`src/rtl/tt_pattern_harness_if.sv`:
```
// Pin-side bundle for the pattern harness: run control/status plus the
// Tiny Tapeout DUT ports. The harness uses the slave view; whatever hosts the
// harness (controller plus the user design) uses the master view.
interface tt_pattern_harness_if #(
    parameter int IN_W  = 8,
    parameter int BIO_W = 8,
    parameter int SIG_W = 16,
    parameter int CNT_W = 16
);
    // run control
    logic             start;
    logic             mode;
    logic [CNT_W-1:0] num_vec;
    logic [SIG_W-1:0] exp_sig;
    // run status
    logic             busy;
    logic             done;
    logic             pass;
    logic [SIG_W-1:0] signature;
    // DUT stimulus
    logic [IN_W-1:0]  dut_ui;
    logic [BIO_W-1:0] dut_uio;
    logic             dut_rst_n;
    // DUT response
    logic [IN_W-1:0]  dut_uo;
    logic [BIO_W-1:0] dut_uio_out;
    logic [BIO_W-1:0] dut_uio_oe;

    modport master (
        output start, mode, num_vec, exp_sig,
        output dut_uo, dut_uio_out, dut_uio_oe,
        input  busy, done, pass, signature,
        input  dut_ui, dut_uio, dut_rst_n
    );

    modport slave (
        input  start, mode, num_vec, exp_sig,
        input  dut_uo, dut_uio_out, dut_uio_oe,
        output busy, done, pass, signature,
        output dut_ui, dut_uio, dut_rst_n
    );
endinterface

```
`src/rtl/tt_pattern_harness.sv`:
```
// On-chip stimulus/response harness: resets the user design, applies
// num_vec vectors (LFSR or counting), folds the responses into a MISR and
// flags pass when the final signature equals the expected one.
module tt_pattern_harness #(
    parameter int               IN_W   = 8,
    parameter int               BIO_W  = 8,
    parameter int               SIG_W  = 16,
    parameter int               LFSR_W = 16,
    parameter logic [LFSR_W-1:0] SEED  = 16'hACE1,
    parameter logic [LFSR_W-1:0] TAPS  = 16'hB400,
    parameter logic [SIG_W-1:0]  POLY  = 16'h1021,
    parameter int               SETTLE  = 1,
    parameter int               RST_CYC = 4,
    parameter int               CNT_W   = 16
) (
    input logic clk,
    input logic rst_n,
    input logic ena,
    tt_pattern_harness_if.slave bus
);
    localparam int S_W  = IN_W + BIO_W;
    localparam int RC_W = (RST_CYC > 1) ? $clog2(RST_CYC) : 1;

    // an all-zero Galois LFSR never leaves zero, so force a live seed
    localparam logic [LFSR_W-1:0] SEED_NZ  = (SEED == '0) ? LFSR_W'(1) : SEED;
    localparam logic [RC_W-1:0]   RST_LAST = RC_W'(RST_CYC - 1);
    localparam logic [7:0]        SET_LAST = (SETTLE > 0) ? 8'(SETTLE - 1) : 8'd0;

    typedef enum logic [2:0] {
        S_IDLE, S_RST, S_DRIVE, S_WAIT, S_CAP, S_DONE
    } state_t;

    state_t             state, state_d;
    logic [RC_W-1:0]    rst_cnt, rst_cnt_d;
    logic [7:0]         wait_cnt, wait_cnt_d;
    logic [CNT_W-1:0]   idx, idx_d;
    logic [LFSR_W-1:0]  lfsr, lfsr_d, lfsr_step;
    logic [SIG_W-1:0]   sig, sig_d, misr_step;
    logic [CNT_W-1:0]   nvec_q;
    logic [SIG_W-1:0]   exp_q;
    logic               start_go;
    logic               load_stim;
    logic [CNT_W:0]     idx_inc;

    logic [S_W-1:0]     idx_word;
    logic [S_W-1:0]     stim_word;
    logic [S_W-1:0]     cap_raw;
    logic [SIG_W-1:0]   cap_word;

    logic [IN_W-1:0]    dut_ui_q;
    logic [BIO_W-1:0]   dut_uio_q;
    logic               dut_rst_n_q;
    logic               busy_q, done_q, pass_q;

    // counting stimulus: vector index fitted to the stimulus width
    if (CNT_W >= S_W) begin : g_idx_trunc
        assign idx_word = idx_d[S_W-1:0];
    end else begin : g_idx_zext
        assign idx_word = {{(S_W-CNT_W){1'b0}}, idx_d};
    end

    // only driven outputs are captured; pins the DUT leaves as inputs read 0
    assign cap_raw = {bus.dut_uio_out & bus.dut_uio_oe, bus.dut_uo};
    if (SIG_W > S_W) begin : g_cap_zext
        assign cap_word = {{(SIG_W-S_W){1'b0}}, cap_raw};
    end else begin : g_cap_eq
        assign cap_word = cap_raw;
    end

    assign lfsr_step = lfsr[0] ? ((lfsr >> 1) ^ TAPS) : (lfsr >> 1);
    assign misr_step = {sig[SIG_W-2:0], 1'b0} ^ (sig[SIG_W-1] ? POLY : '0) ^ cap_word;
    assign idx_inc   = {1'b0, idx} + 1'b1;
    assign start_go  = bus.start && (state == S_IDLE || state == S_DONE);

    // stimulus is taken from the values the next vector will use
    assign stim_word = bus.mode ? idx_word : lfsr_d[S_W-1:0];

    // next-state and datapath update for the run sequencer
    always_comb begin
        state_d    = state;
        rst_cnt_d  = rst_cnt;
        wait_cnt_d = wait_cnt;
        idx_d      = idx;
        lfsr_d     = lfsr;
        sig_d      = sig;
        load_stim  = 1'b0;
        case (state)
            S_IDLE, S_DONE: begin
                if (start_go) begin
                    state_d   = S_RST;
                    rst_cnt_d = '0;
                    idx_d     = '0;
                    lfsr_d    = SEED_NZ;
                    sig_d     = '1;
                end
            end
            S_RST: begin
                if (rst_cnt == RST_LAST) begin
                    if (nvec_q == '0) begin
                        state_d = S_DONE;
                    end else begin
                        state_d   = S_DRIVE;
                        load_stim = 1'b1;
                    end
                end else begin
                    rst_cnt_d = rst_cnt + 1'b1;
                end
            end
            S_DRIVE: begin
                wait_cnt_d = '0;
                state_d    = (SETTLE == 0) ? S_CAP : S_WAIT;
            end
            S_WAIT: begin
                if (wait_cnt == SET_LAST) state_d = S_CAP;
                else                      wait_cnt_d = wait_cnt + 1'b1;
            end
            S_CAP: begin
                sig_d  = misr_step;
                idx_d  = idx_inc[CNT_W-1:0];
                lfsr_d = lfsr_step;
                if (idx_inc < {1'b0, nvec_q}) begin
                    state_d   = S_DRIVE;
                    load_stim = 1'b1;
                end else begin
                    state_d = S_DONE;
                end
            end
            default: state_d = S_IDLE;
        endcase
    end

    // sequencer state, counters, LFSR/MISR and run parameters latched at start
    always_ff @(posedge clk or negedge rst_n) begin
        if (!rst_n) begin
            state    <= S_IDLE;
            rst_cnt  <= '0;
            wait_cnt <= '0;
            idx      <= '0;
            lfsr     <= SEED_NZ;
            sig      <= '1;
            nvec_q   <= '0;
            exp_q    <= '0;
        end else if (ena) begin
            state    <= state_d;
            rst_cnt  <= rst_cnt_d;
            wait_cnt <= wait_cnt_d;
            idx      <= idx_d;
            lfsr     <= lfsr_d;
            sig      <= sig_d;
            if (start_go) begin
                nvec_q <= bus.num_vec;
                exp_q  <= bus.exp_sig;
            end
        end
    end

    // registered pin outputs and run status
    always_ff @(posedge clk or negedge rst_n) begin
        if (!rst_n) begin
            dut_ui_q    <= '0;
            dut_uio_q   <= '0;
            dut_rst_n_q <= 1'b0;
            busy_q      <= 1'b0;
            done_q      <= 1'b0;
            pass_q      <= 1'b0;
        end else if (ena) begin
            dut_rst_n_q <= (state_d != S_RST);
            busy_q      <= (state_d inside {S_RST, S_DRIVE, S_WAIT, S_CAP});
            done_q      <= (state_d == S_DONE);
            if (start_go) begin
                // DUT sits in reset with quiet inputs
                dut_ui_q  <= '0;
                dut_uio_q <= '0;
                pass_q    <= 1'b0;
            end else begin
                if (load_stim) begin
                    dut_ui_q  <= stim_word[IN_W-1:0];
                    dut_uio_q <= stim_word[S_W-1:IN_W];
                end
                if (state_d == S_DONE && state != S_DONE)
                    pass_q <= (sig_d == exp_q);
            end
        end
    end

    assign bus.dut_ui    = dut_ui_q;
    assign bus.dut_uio   = dut_uio_q;
    assign bus.dut_rst_n = dut_rst_n_q;
    assign bus.busy      = busy_q;
    assign bus.done      = done_q;
    assign bus.pass      = pass_q;
    assign bus.signature = sig;
endmodule

```
`src/flat_wrapper.sv`:
```
// flat-port wrapper written by rule: the top's interface ports become plain ports
module tt_pattern_harness_flat 
#(
    parameter int               IN_W   = 8,
    parameter int               BIO_W  = 8,
    parameter int               SIG_W  = 16,
    parameter int               LFSR_W = 16,
    parameter logic [LFSR_W-1:0] SEED  = 16'hACE1,
    parameter logic [LFSR_W-1:0] TAPS  = 16'hB400,
    parameter logic [SIG_W-1:0]  POLY  = 16'h1021,
    parameter int               SETTLE  = 1,
    parameter int               RST_CYC = 4,
    parameter int               CNT_W   = 16
)
  (clk, rst_n, ena, bus_start, bus_mode, bus_num_vec, bus_exp_sig, bus_dut_uo, bus_dut_uio_out, bus_dut_uio_oe, bus_busy, bus_done, bus_pass, bus_signature, bus_dut_ui, bus_dut_uio, bus_dut_rst_n);
  tt_pattern_harness_if #(.IN_W(IN_W), .BIO_W(BIO_W), .SIG_W(SIG_W), .CNT_W(CNT_W)) bus_i ();
  input logic clk;
  input logic rst_n;
  input logic ena;
  input wire logic [$bits(bus_i.start)-1:0] bus_start;
  input wire logic [$bits(bus_i.mode)-1:0] bus_mode;
  input wire logic [$bits(bus_i.num_vec)-1:0] bus_num_vec;
  input wire logic [$bits(bus_i.exp_sig)-1:0] bus_exp_sig;
  input wire logic [$bits(bus_i.dut_uo)-1:0] bus_dut_uo;
  input wire logic [$bits(bus_i.dut_uio_out)-1:0] bus_dut_uio_out;
  input wire logic [$bits(bus_i.dut_uio_oe)-1:0] bus_dut_uio_oe;
  output wire logic [$bits(bus_i.busy)-1:0] bus_busy;
  output wire logic [$bits(bus_i.done)-1:0] bus_done;
  output wire logic [$bits(bus_i.pass)-1:0] bus_pass;
  output wire logic [$bits(bus_i.signature)-1:0] bus_signature;
  output wire logic [$bits(bus_i.dut_ui)-1:0] bus_dut_ui;
  output wire logic [$bits(bus_i.dut_uio)-1:0] bus_dut_uio;
  output wire logic [$bits(bus_i.dut_rst_n)-1:0] bus_dut_rst_n;
  assign bus_i.start = bus_start;
  assign bus_i.mode = bus_mode;
  assign bus_i.num_vec = bus_num_vec;
  assign bus_i.exp_sig = bus_exp_sig;
  assign bus_i.dut_uo = bus_dut_uo;
  assign bus_i.dut_uio_out = bus_dut_uio_out;
  assign bus_i.dut_uio_oe = bus_dut_uio_oe;
  assign bus_busy = bus_i.busy;
  assign bus_done = bus_i.done;
  assign bus_pass = bus_i.pass;
  assign bus_signature = bus_i.signature;
  assign bus_dut_ui = bus_i.dut_ui;
  assign bus_dut_uio = bus_i.dut_uio;
  assign bus_dut_rst_n = bus_i.dut_rst_n;
  tt_pattern_harness #(.IN_W(IN_W), .BIO_W(BIO_W), .SIG_W(SIG_W), .LFSR_W(LFSR_W), .SEED(SEED), .TAPS(TAPS), .POLY(POLY), .SETTLE(SETTLE), .RST_CYC(RST_CYC), .CNT_W(CNT_W)) u_core (.clk(clk), .rst_n(rst_n), .ena(ena), .bus(bus_i));
endmodule
```
`config.mk`:
```
export PLATFORM = sky130hd
export DESIGN_NAME = tt_pattern_harness_flat
export DESIGN_NICKNAME = d
export VERILOG_FILES = /design/src/rtl/tt_pattern_harness_if.sv /design/src/rtl/tt_pattern_harness.sv /design/src/flat_wrapper.sv
export SDC_FILE = /design/constraint.sdc
export NUM_CORES = 1
export LEC_CHECK = 0
export BUFFER_PORTS_ARGS = -buffer_cell sky130_fd_sc_hd__buf_4
export CELL_PAD_IN_SITES_DETAIL_PLACEMENT = 2
export CELL_PAD_IN_SITES_GLOBAL_PLACEMENT = 2
export CORE_ASPECT_RATIO = 1.2
export CORE_UTILIZATION = 30
export CTS_CLUSTER_DIAMETER = 30
export DETAILED_ROUTE_END_ITERATION = 8
export GPL_ROUTABILITY_DRIVEN = 0
export PLACE_DENSITY_LB_ADDON = 0.2
export SLEW_MARGIN = 20
export SYNTH_ARGS = -nofsm -noshare
export SYNTH_HDL_FRONTEND = slang
export SYNTH_SLANG_ARGS = --single-unit
```
`constraint.sdc`:
```
create_clock -name clk -period 3.7 [get_ports clk]
set_clock_uncertainty 0.05 [all_clocks]
set_input_delay 0.37 -clock clk [delete_from_list [all_inputs] [get_ports clk]]
set_output_delay 0.37 -clock clk [all_outputs]
set_load 0.05 [all_outputs]
```
==> metrics.md, run 1 <==
| Metric | Value |
|---|---|
| Syn Nets | 760 |
| Warning count from the yosys run | 0 |
| Number of buffers inserted by post-CTS setup repair | 0 |
| Antenna-violating nets left | 0 |
| Seq cells post-synth | 113 |
| Gate Count Post-Synth | 680 |
| Highest attainable clock frequency | 282 MHz |
| Average wire per cell in the routed design | 20.1 µm |
| Worst Setup Path Type | register to register |
| Max H-tree Level | 4 |
| Vertical extent of the die | 163 µm |
| Total placed instance area | 0.00754 mm² |
| Final worst-path cycle share | 95.7% |
| Number of pins exceeding their max-slew limit in the final report | 0 |
| Class of the tightest hold or removal check | input port to register |
| Post-synth ARST share | 100% |
| Worst Tran Pin Value | 816 ps |
| Headroom to the max-slew limit | 45.6% |
| Layout-stage area growth over the synthesis result | 27.4% |
| Die Footprint | 0.0222 mm² |
| Signal arrival time at the worst endpoint | 3850 ps |
| Core Rows | 58 |
| Filler Cell Count | 2267 |
| Slowest stage cell, crit path | sky130_fd_sc_hd__dfrtp_1 |
| Number of design-rule violations left by the first detailed-router iteration | 232 |
| Worst path most repeated cell | sky130_fd_sc_hd__ha_1 |
| Number of enable-type register cells in the synthesized netlist | 0 |
| Prevailing post-synth register cell | sky130_fd_sc_hd__dfrtp_1 |
| Final core utilization | 39.1% |
| Finish-stage setup viols | 0 |
| Largest incremental delay on the critical path | 430 ps |
| Core Area | 0.0211 mm² |
| Global-route wire length before repair | 34.0 mm |
| CTS clock-pin slew for the worst setup and hold paths | 60 ps |
| Initial Util | 30.7% |
| Setup repair after global routing missed its margin | true |
| Sinks on Clock Net | 113 |
| Sequential fraction of the synthesis area | 44.1% |
| Number of maximum-capacitance constraint violations | 0 |
| Final Hold Vio Count | 0 |
| Sum of overflow across all layers after global routing | 0 |
| Total length of routed wires | 21.3 mm |
| Netlist area before placement | 0.00649 mm² |
| Cell-by-cell trace of the critical path | ha_1 -> nand3_2 -> buf_4 -> nor3_4 -> nand3_1 -> xnor2_1 -> ha_1 -> a21oi_1 -> nor3_2 -> a311oi_2 -> and2_4 -> a21oi_2 -> buf_6 -> a211oi_1 -> a31o_2 |
| Clock tree from TritonCTS | built |
| Peak supply drop | 439 µV |
| Summed area of non-filler cells in the final layout | 0.00827 mm² |
| Via density per instance | 5.31 |
| Total power divided by cell area | 940 mW/mm² |
| Antenna violations before repair | 0 |
| Average cell area after synthesis | 9.54 µm² |
| Cell class contributing the biggest share of worst-path delay | compound AO/OA/AOI/OAI gates |
| Minimum clock period after layout | 3540 ps |
| Count of unresolved DRC violations after routing | 0 |
| Worst-path maximum fanout | 30 |
| Maximum number of pins on one net before global-route repair | 62 |
| Leak | 3.65 nW |
| Routed vias | 5614 |
| Worst skew pair latency | 420 ps |
| PortBufs | 96 |
| Share of layout cells above drive strength 1 | 31.1% |
| Number of global-route vias before repair | 6282 |
| Buffer type at the clock tree root | sky130_fd_sc_hd__clkbuf_16 |
| Chip width | 136 µm |
| Crit start category | register |
| Required time at the endpoint of the critical path | 4000 ps |
| Global-route usage over all layers | 20.4% |
| Endpoint type of the worst setup path | register |
| Total Power | 0.00777 W |
| Final Hold Slack | 131 ps |
| Placed Instances | 1025 |
| Number of buffers on the longest clock path | 2 |
| Run status | completed |
| Pre-antenna DRT Iters | 5 |
| Ports placed on the boundary | 97 |
| Layout Nets | 855 |
| Buffers plus inverters on the worst setup path | 2 |
| DP HPWL | 15.4 mm |
| Final cell count without fillers | 1058 |
| Ant. Diodes | 0 |
| Inserted Clock Buffers | 17 |
| Number of distinct library cells after synthesis | 64 |
[per-layer routing]
| layer | part of all wire [%] | wire [µm] | track usage (%) |
|---|---|---|---|
| met2 | 54 | 11600 | 37.7 |
| met5 | 0 | 0 | 0 |
| met3 | 2.7 | 582 | 3.85 |
| met4 | 2.0 | 418 | 7.27 |
| met1 | 41 | 8700 | 22.9 |
[worst paths after layout]
check                                     start                       to  slack, ps  cells past startpoint
setup / recovery                  u_core.idx[1]     u_core.bus.dut_ui[3]        160                     15
max in group asynchronous                 rst_n  u_core.bus.signature[2]       2250                      3
hold reg to reg            u_core.bus.dut_rst_n     u_core.bus.dut_rst_n        440                      1
min in group asynchronous                 rst_n         u_core.nvec_q[0]        510                      2
hold / removal                  bus_exp_sig[15]         u_core.exp_q[15]        130                      2
setup reg to reg                  u_core.idx[1]     u_core.bus.dut_ui[3]        160                     15
[cells in the mapped netlist, types with 9 or more instances]
| master | count | area share, % |
|---|---|---|
| sky130_fd_sc_hd__clkbuf_1 | 28 | 1.6 |
| sky130_fd_sc_hd__nand3_1 | 30 | 2.3 |
| sky130_fd_sc_hd__nor2_1 | 62 | 3.6 |
| sky130_fd_sc_hd__inv_1 | 30 | 1.7 |
| sky130_fd_sc_hd__dfstp_2 | 24 | 9.7 |
| sky130_fd_sc_hd__nand2_1 | 57 | 3.3 |
| sky130_fd_sc_hd__xnor2_1 | 29 | 3.9 |
| sky130_fd_sc_hd__mux2_2 | 47 | 8.2 |
| sky130_fd_sc_hd__xor2_1 | 27 | 3.6 |
| sky130_fd_sc_hd__o21ai_0 | 36 | 2.8 |
| sky130_fd_sc_hd__ha_1 | 19 | 3.7 |
| sky130_fd_sc_hd__a21oi_1 | 48 | 3.7 |
| sky130_fd_sc_hd__a31oi_1 | 9 | 0.87 |
| sky130_fd_sc_hd__nand4_1 | 10 | 0.96 |
| sky130_fd_sc_hd__dfrtp_1 | 89 | 34 |
| sky130_fd_sc_hd__a22oi_1 | 14 | 1.6 |
[metrics by stage]
step                worst slack, ps  setup TNS (ps)
global route                  -19.9           -30.3
detailed placement            -70.8            -195
global placement               92.6               0
finish                          159               0
CTS                            15.5               0
floorplan                       406               0
[worst reg2reg max path: stages, from the launching register on]
cell and delay (ps):
sky130_fd_sc_hd__dfrtp_1 430, sky130_fd_sc_hd__ha_1 240, sky130_fd_sc_hd__nand3_2 100, sky130_fd_sc_hd__buf_4 180, sky130_fd_sc_hd__nor3_4 250, sky130_fd_sc_hd__nand3_1 160, sky130_fd_sc_hd__xnor2_1 220, sky130_fd_sc_hd__ha_1 290
sky130_fd_sc_hd__a21oi_1 200, sky130_fd_sc_hd__nor3_2 70, sky130_fd_sc_hd__a311oi_2 390, sky130_fd_sc_hd__and2_4 230, sky130_fd_sc_hd__a21oi_2 70, sky130_fd_sc_hd__buf_6 200, sky130_fd_sc_hd__a211oi_1 240, sky130_fd_sc_hd__a31o_2 150
[cell type report]
class	instances	area [µm²]	area share, %
Multi-Input combinational cell	495	3410	41.2
Sequential cell	113	2860	34.6
Timing Repair Buffer	117	897	10.9
Clock buffer	23	498	6.02
Tap cell	270	338	4.09
Clock inverter	9	151	1.83
Inverter	31	116	1.41
[flip-flops by register name (all words and copies together), names as in the netlist]
signal                flops
u_core.exp_q             16
u_core.state              3
u_core.bus.done           1
u_core.idx               16
u_core.bus.signature     16
u_core.rst_cnt            2
u_core.bus.dut_uio        8
u_core.bus.pass           1
u_core.nvec_q            16
u_core.bus.dut_ui         8
u_core.lfsr              16
u_core.bus.dut_rst_n      1
u_core.bus.busy           1
u_core.wait_cnt           8
[cell usage in the layout, fill, tap and decap left out, types with 3 or more instances in the layout]
master | netlist | layout
sky130_fd_sc_hd__a211oi_1 | 6 | 5
sky130_fd_sc_hd__a21o_1 | 4 | 4
sky130_fd_sc_hd__a21oi_1 | 48 | 46
sky130_fd_sc_hd__a22o_1 | 3 | 3
sky130_fd_sc_hd__a22oi_1 | 14 | 14
sky130_fd_sc_hd__a31o_2 | 7 | 7
sky130_fd_sc_hd__a31oi_1 | 9 | 9
sky130_fd_sc_hd__and3_1 | 5 | 5
sky130_fd_sc_hd__buf_4 | 0 | 114
sky130_fd_sc_hd__bufinv_16 | 0 | 4
sky130_fd_sc_hd__clkbuf_16 | 0 | 17
sky130_fd_sc_hd__clkbuf_8 | 0 | 5
sky130_fd_sc_hd__clkinv_2 | 0 | 3
sky130_fd_sc_hd__dfrtp_1 | 89 | 88
sky130_fd_sc_hd__dfstp_2 | 24 | 24
sky130_fd_sc_hd__ha_1 | 19 | 19
sky130_fd_sc_hd__inv_1 | 30 | 30
sky130_fd_sc_hd__mux2_2 | 47 | 47
sky130_fd_sc_hd__mux2i_1 | 5 | 5
sky130_fd_sc_hd__nand2_1 | 57 | 56
sky130_fd_sc_hd__nand2b_1 | 3 | 3
sky130_fd_sc_hd__nand3_1 | 30 | 30
sky130_fd_sc_hd__nand4_1 | 10 | 10
sky130_fd_sc_hd__nor2_1 | 62 | 62
sky130_fd_sc_hd__nor2b_1 | 4 | 4
sky130_fd_sc_hd__nor3_1 | 8 | 7
sky130_fd_sc_hd__nor3_2 | 3 | 3
sky130_fd_sc_hd__nor4_1 | 8 | 7
sky130_fd_sc_hd__o211ai_1 | 6 | 6
sky130_fd_sc_hd__o21ai_0 | 36 | 36
sky130_fd_sc_hd__o22a_1 | 7 | 7
sky130_fd_sc_hd__xnor2_1 | 29 | 27
sky130_fd_sc_hd__xor2_1 | 27 | 27
[what timing repair did]
action,4_1_cts,5_1_grt
hold endpoints to repair,2,0
setup endpoints to repair,14,17
pin swaps,0,1
resized for setup,4,8
hold buffers,1,0
[cells by family (layout without fill, tap and decap cells)]
kind of cell	Yosys count	in the layout	share of synthesized area, %
compound gates	165	165	16.5
fa+ha+maj	19	19	3.66
mux	52	52	8.93
xor+xnor	56	56	7.56
flops	113	113	44.1
simple gates	203	203	14.8
buf+inv	72	180	4.49
[report_power, final]
group	switching (W)	total, W	internal, W
combinational	0.00216	0.00357	0.00141
sequential	0.000554	0.00239	0.00184
clock	0.000598	0.00181	0.00121
total	0.00331	0.00777	0.00446
No activity file was read; power rests on OpenSTA's default activity.
==> run 2, diff against run 1 <==
--- a/config.mk
+++ b/config.mk
@@ -14,6 +14,7 @@
 export DETAILED_ROUTE_END_ITERATION = 8
 export GPL_ROUTABILITY_DRIVEN = 0
 export PLACE_DENSITY_LB_ADDON = 0.2
+export SETUP_SLACK_MARGIN = 0.4
 export SLEW_MARGIN = 20
 export SYNTH_ARGS = -nofsm -noshare
 export SYNTH_HDL_FRONTEND = slang
==> run 2 against run 1 <==
Effect of this change: non-clock buffer count increased by 21; combinational power up 7.6%; global-route usage increased by 0.31 points; die area stayed put; critical path type unchanged; cell count rose by 2.0%; worst hold slack worse by 3.0 ps; critical endpoint is now u_core.bus.dut_ui[4]; wire length rose by 4.6%; flip-flop and latch count unchanged; sequential power hardly changed; power up 3.6%.
==> metrics.md, run 2 (synthesized netlist as in run 1, its figures left out) <==
| Metric | Value |
|---|---|
| Headroom to the max-slew limit | 45.3% |
| Vertical extent of the die | 163 µm |
| Run status | completed |
| CTS clock-pin slew for the worst setup and hold paths | 60 ps |
| Number of global-route vias before repair | 6319 |
| Endpoint type of the worst setup path | register |
| Commonest non-fill, non-tap cells in the layout | 132 x sky130_fd_sc_hd__buf_4, 80 x sky130_fd_sc_hd__dfrtp_1, 59 x sky130_fd_sc_hd__nor2_1 |
| Chip width | 136 µm |
| Routed vias | 5726 |
| Initial Util | 30.7% |
| Max H-tree Level | 4 |
| Ports placed on the boundary | 97 |
| Class of the tightest hold or removal check | input port to register |
| Final setup margin | 371 ps |
| Finish-stage setup viols | 0 |
| Number of design-rule violations left by the first detailed-router iteration | 229 |
| Antenna-violating nets left | 0 |
| Pre-antenna DRT Iters | 4 |
| Commonest non-fill, non-tap cell in the layout | sky130_fd_sc_hd__buf_4 |
| Global-route wire length before repair | 34.4 mm |
| Leak | 3.78 nW |
| Worst Setup Path Type | register to register |
| Die Footprint | 0.0222 mm² |
| Global-route usage over all layers | 20.7% |
| Worst skew pair latency | 420 ps |
| Total power divided by cell area | 935 mW/mm² |
| Core Rows | 58 |
| PortBufs | 96 |
| Worst-path maximum fanout | 15 |
| Total length of routed wires | 22.3 mm |
| Final worst-path cycle share | 90.0% |
| Setup repair after global routing missed its margin | true |
| Inserted Clock Buffers | 17 |
| Worst Tran Pin Value | 820 ps |
| Sinks on Clock Net | 113 |
| Crit start category | register |
| Final Hold Slack | 128 ps |
| Core Area | 0.0211 mm² |
| Via density per instance | 5.31 |
| Total placed instance area | 0.00754 mm² |
| Layout-stage area growth over the synthesis result | 32.8% |
| Summed area of non-filler cells in the final layout | 0.00862 mm² |
| Share of layout cells above drive strength 1 | 36.0% |
| Clock tree from TritonCTS | built |
| Layout Nets | 876 |
| Startpoint of the lowest-slack hold path | bus_num_vec[6] |
| Count of unresolved DRC violations after routing | 0 |
| Startpoint of the most critical register-to-register path | u_core.idx[10] |
| Worst slack at placement | -70.8 ps |
| Sum of overflow across all layers after global routing | 0 |
| DP HPWL | 15.4 mm |
| Critical Path Source | u_core.idx[10] |
| Number of pins exceeding their max-slew limit in the final report | 0 |
| Buffer type at the clock tree root | sky130_fd_sc_hd__clkbuf_16 |
| Signal arrival time at the worst endpoint | 3640 ps |
| Peak supply drop | 438 µV |
| Final Hold Vio Count | 0 |
| Number of maximum-capacitance constraint violations | 0 |
| Antenna violations before repair | 0 |
| Number of buffers on the longest clock path | 2 |
| Total Power | 0.00805 W |
| Maximum number of pins on one net before global-route repair | 62 |
| Minimum clock period after layout | 3330 ps |
| Highest attainable clock frequency | 300 MHz |
| Average wire per cell in the routed design | 20.6 µm |
| Ant. Diodes | 0 |
| Required time at the endpoint of the critical path | 4010 ps |
==> run 2: metal layers <==
layer,global-route usage (%),share of wire [%]
met2,38.7,55
met3,4.28,2.4
met1,22.8,41
met5,0,0
met4,6.97,1.7
==> run 2: cell type report <==
cell class / instances / area, µm²
fill: 2260 / 12500
multi-input combinational: 495 / 3550
sequential: 113 / 2870
timing repair buffer: 138 / 1100
clock buffer: 23 / 498
tap: 270 / 338
clock inverter: 9 / 151
inverter: 31 / 116
==> run 2: critical path, cell delays in order (launching register included) <==
cell and delay, ps:
sky130_fd_sc_hd__dfrtp_2 390, sky130_fd_sc_hd__nand4_1 130, sky130_fd_sc_hd__buf_4 180, sky130_fd_sc_hd__nor4_4 330, sky130_fd_sc_hd__buf_4 190, sky130_fd_sc_hd__xor2_1 190, sky130_fd_sc_hd__ha_1 280, sky130_fd_sc_hd__a21oi_1 170
sky130_fd_sc_hd__o221ai_1 150, sky130_fd_sc_hd__a311oi_2 360, sky130_fd_sc_hd__and2_4 230, sky130_fd_sc_hd__a21oi_4 90, sky130_fd_sc_hd__buf_12 190, sky130_fd_sc_hd__a211oi_1 200, sky130_fd_sc_hd__a31o_2 140
==> run 2: metrics by stage <==
stage	setup TNS, ps	utilization, %	instances
final	0	40.8	1079
after global routing	0	40.8	1079
after CTS	0	39.7	1063
after detailed placement	-195	35.7	1025
after global placement	0	35.7	1025
after floorplan	0	-	680
==> run 2: worst paths after layout <==
path                                            end  slack, ps  depth (start not counted)
setup / recovery               u_core.bus.dut_ui[4]        370                         14
hold / removal                     u_core.nvec_q[6]        130                          2
setup reg to reg               u_core.bus.dut_ui[4]        370                         14
hold reg to reg                u_core.bus.dut_rst_n        440                          1
max in group asynchronous  u_core.bus.signature[14]       2240                          3
min in group asynchronous          u_core.nvec_q[0]        520                          2
==> run 2: where the power goes <==
| group | total [W] | switching [W] | internal, W |
|---|---|---|---|
| Combinational | 0.00384 | 0.00230 | 0.00154 |
| Clock | 0.00181 | 0.000600 | 0.00121 |
| Sequential | 0.00240 | 0.000549 | 0.00185 |
| Total | 0.00805 | 0.00345 | 0.00460 |
==> run 2: what timing repair did <==
action                                  CTS  global route
pin swaps                                 6            15
hold buffers                              1             0
gates cloned                              0             1
endpoints found under the setup margin   22            21
hold endpoints to repair                  2             0
buffers inserted                          5            15
resized for setup                        28            20
==> run 3, diff against run 2 <==
==> constraint.sdc (replaced) <==
create_clock -name clk -period 4 [get_ports clk]
set_clock_uncertainty 0.05 [all_clocks]
set_input_delay 0.4 -clock clk [delete_from_list [all_inputs] [get_ports clk]]
set_output_delay 0.4 -clock clk [all_outputs]
set_load 0.05 [all_outputs]
==> run 3 against run 2 <==
Effect of this change: worst hold slack got worse by 96 ps; wire length decreased by 4.4%; power is 11% lower; die area unchanged; sequential power down 6%; highest routed layer unchanged; core utilization decreased by 1.9 points.
==> metrics.md, run 3 (synthesized netlist as in run 1, its figures left out) <==
| Metric | Value |
|---|---|
| Sinks on Clock Net | 113 |
| Sum of overflow across all layers after global routing | 0 |
| Cell-by-cell trace of the critical path | ha_4 -> nand3_4 -> nor4_4 -> nand3_1 -> xnor2_2 -> ha_1 -> a21oi_1 -> o221ai_1 -> a311oi_2 -> and2_4 -> a21oi_2 -> buf_4 -> a211oi_1 -> a31o_2 |
| Via density per instance | 5.29 |
| Largest incremental delay on the critical path | 440 ps |
| Setup repair after global routing missed its margin | false |
| PortBufs | 96 |
| Global-route usage over all layers | 20.5% |
| Minimum clock period after layout | 3500 ps |
| Number of design-rule violations left by the first detailed-router iteration | 128 |
| End of the worst register-to-register path | u_core.bus.dut_uio[3] |
| Worst Reg2Reg Path Length in Cells | 14 |
| Final core utilization | 38.9% |
| Chip width | 136 µm |
| Total Power | 0.00714 W |
| Final worst-path cycle share | 87.4% |
| Slowest stage cell, crit path | sky130_fd_sc_hd__dfrtp_2 |
| Worst Setup Path Type | register to register |
| Area occupied by multi-input gates | 0.00344 mm² |
| Share of layout cells above drive strength 1 | 31.3% |
| Number of maximum-capacitance constraint violations | 0 |
| Antenna violations before repair | 0 |
| Maximum number of pins on one net before global-route repair | 68 |
| Run status | completed |
| Area taken by flip-flops and latches | 0.00286 mm² |
| Worst skew pair latency | 420 ps |
| Final Hold Vio Count | 0 |
| CTS clock-pin slew for the worst setup and hold paths | 60 ps |
| Pre-antenna DRT Iters | 5 |
| Commonest non-fill, non-tap cells in the layout | 112 x sky130_fd_sc_hd__buf_4, 84 x sky130_fd_sc_hd__dfrtp_1, 61 x sky130_fd_sc_hd__nor2_1 |
| Peak supply drop | 350 µV |
| Core Area | 0.0211 mm² |
| Number of buffers inserted by hold repair at cts | 0 |
| Highest attainable clock frequency | 286 MHz |
| Leak | 3.60 nW |
| Max H-tree Level | 4 |
| Number of pins exceeding their max-slew limit in the final report | 0 |
| Global-route wire length before repair | 34.5 mm |
| Required time at the endpoint of the critical path | 4310 ps |
| Number of buffers on the longest clock path | 2 |
| Worst-path maximum fanout | 30 |
| Number of global-route vias before repair | 6343 |
| Finish-stage setup viols | 0 |
| Average wire per cell in the routed design | 20.2 µm |
| Clock tree from TritonCTS | built |
| Total power divided by cell area | 869 mW/mm² |
| Die Footprint | 0.0222 mm² |
| Startpoint of the most critical register-to-register path | u_core.idx[0] |
| Count of unresolved DRC violations after routing | 0 |
| Worst Tran Pin Value | 860 ps |
| DP HPWL | 15.3 mm |
| Antenna-violating nets left | 0 |
| Layout Nets | 850 |
| Inserted Clock Buffers | 17 |
| Layout-stage area growth over the synthesis result | 26.7% |
| Total length of routed wires | 21.3 mm |
| Class of the tightest hold or removal check | input port to asynchronous set/reset pin |
| Routed vias | 5566 |
| Ant. Diodes | 0 |
| Core Rows | 58 |
| Ports placed on the boundary | 97 |
| Vertical extent of the die | 163 µm |
| Initial Util | 30.7% |
| Headroom to the max-slew limit | 42.7% |
| Setup TNS after final layout | 0 ps |
| Buffer type at the clock tree root | sky130_fd_sc_hd__clkbuf_16 |
| Commonest non-fill, non-tap cell in the layout | sky130_fd_sc_hd__buf_4 |
| Endpoint type of the worst setup path | register |
| Crit start category | register |
| Signal arrival time at the worst endpoint | 3810 ps |
| Worst-case register-to-register setup slack | 500 ps |
| Filler Cell Count | 2264 |
## run 3: worst max-delay path by stage
stage	start	endpoint	slack, ps
finish	u_core.idx[0]	u_core.bus.dut_uio[3]	500
global route	u_core.idx[0]	u_core.bus.dut_uio[3]	320
CTS	u_core.idx[0]	u_core.bus.dut_uio[3]	430
detailed placement	u_core.idx[0]	u_core.bus.dut_uio[1]	200
global placement	u_core.idx[0]	u_core.bus.dut_ui[3]	420
floorplan	u_core.idx[0]	u_core.bus.dut_uio[6]	710
## run 3: metrics by stage
stage,area (µm²),hold slack [ps],setup slack (ps),instances
after floorplan,6490,54.4,706,680
final,8220,31.7,503,1053
after detailed placement,7490,428,203,1019
after CTS,8170,69.8,427,1051
after global routing,8220,86.2,319,1053
after global placement,7490,418,421,1019
## run 3: critical path: cells and delay by family, from the launching register on
family,cells,cell delay (ps)
buf+inv,1,240
compound gates,6,1100
xor+xnor,1,230
flops,1,440
simple gates,4,890
fa+ha+maj,2,450
## run 3: layout make-up
cell class	count	share of cell area, %
Clock buffer	22	5.65
Tap cell	270	4.11
Multi-Input combinational cell	495	41.8
Timing Repair Buffer	112	10.2
Inverter	31	1.42
Sequential cell	113	34.8
Clock inverter	10	1.95
## run 3: what timing repair did
action / in CTS / in global routing
gates resized for setup: 10 / 10
buffers inserted: 0 / 2
pin swaps: 1 / 2
setup endpoints to repair: 19 / 19
cloned: 0 / 0
## run 3: report_power, final
group / total (W) / internal (W) / switching, W
Sequential: 0.00226 / 0.00170 / 0.000569
Clock: 0.00163 / 0.00107 / 0.000556
Combinational: 0.00325 / 0.00129 / 0.00195
Total: 0.00714 / 0.00406 / 0.00308
## run 3: metal layers
metal  part of all wire, %  vias to the layer above  global-route usage, %
met3                   3.0                       29                   4.19
met4                   2.5                        0                   7.27
met1                    40                     2832                   22.8
met2                    54                      103                   38.0
met5                     0                        -                      0
li1                      -                     2602                      -
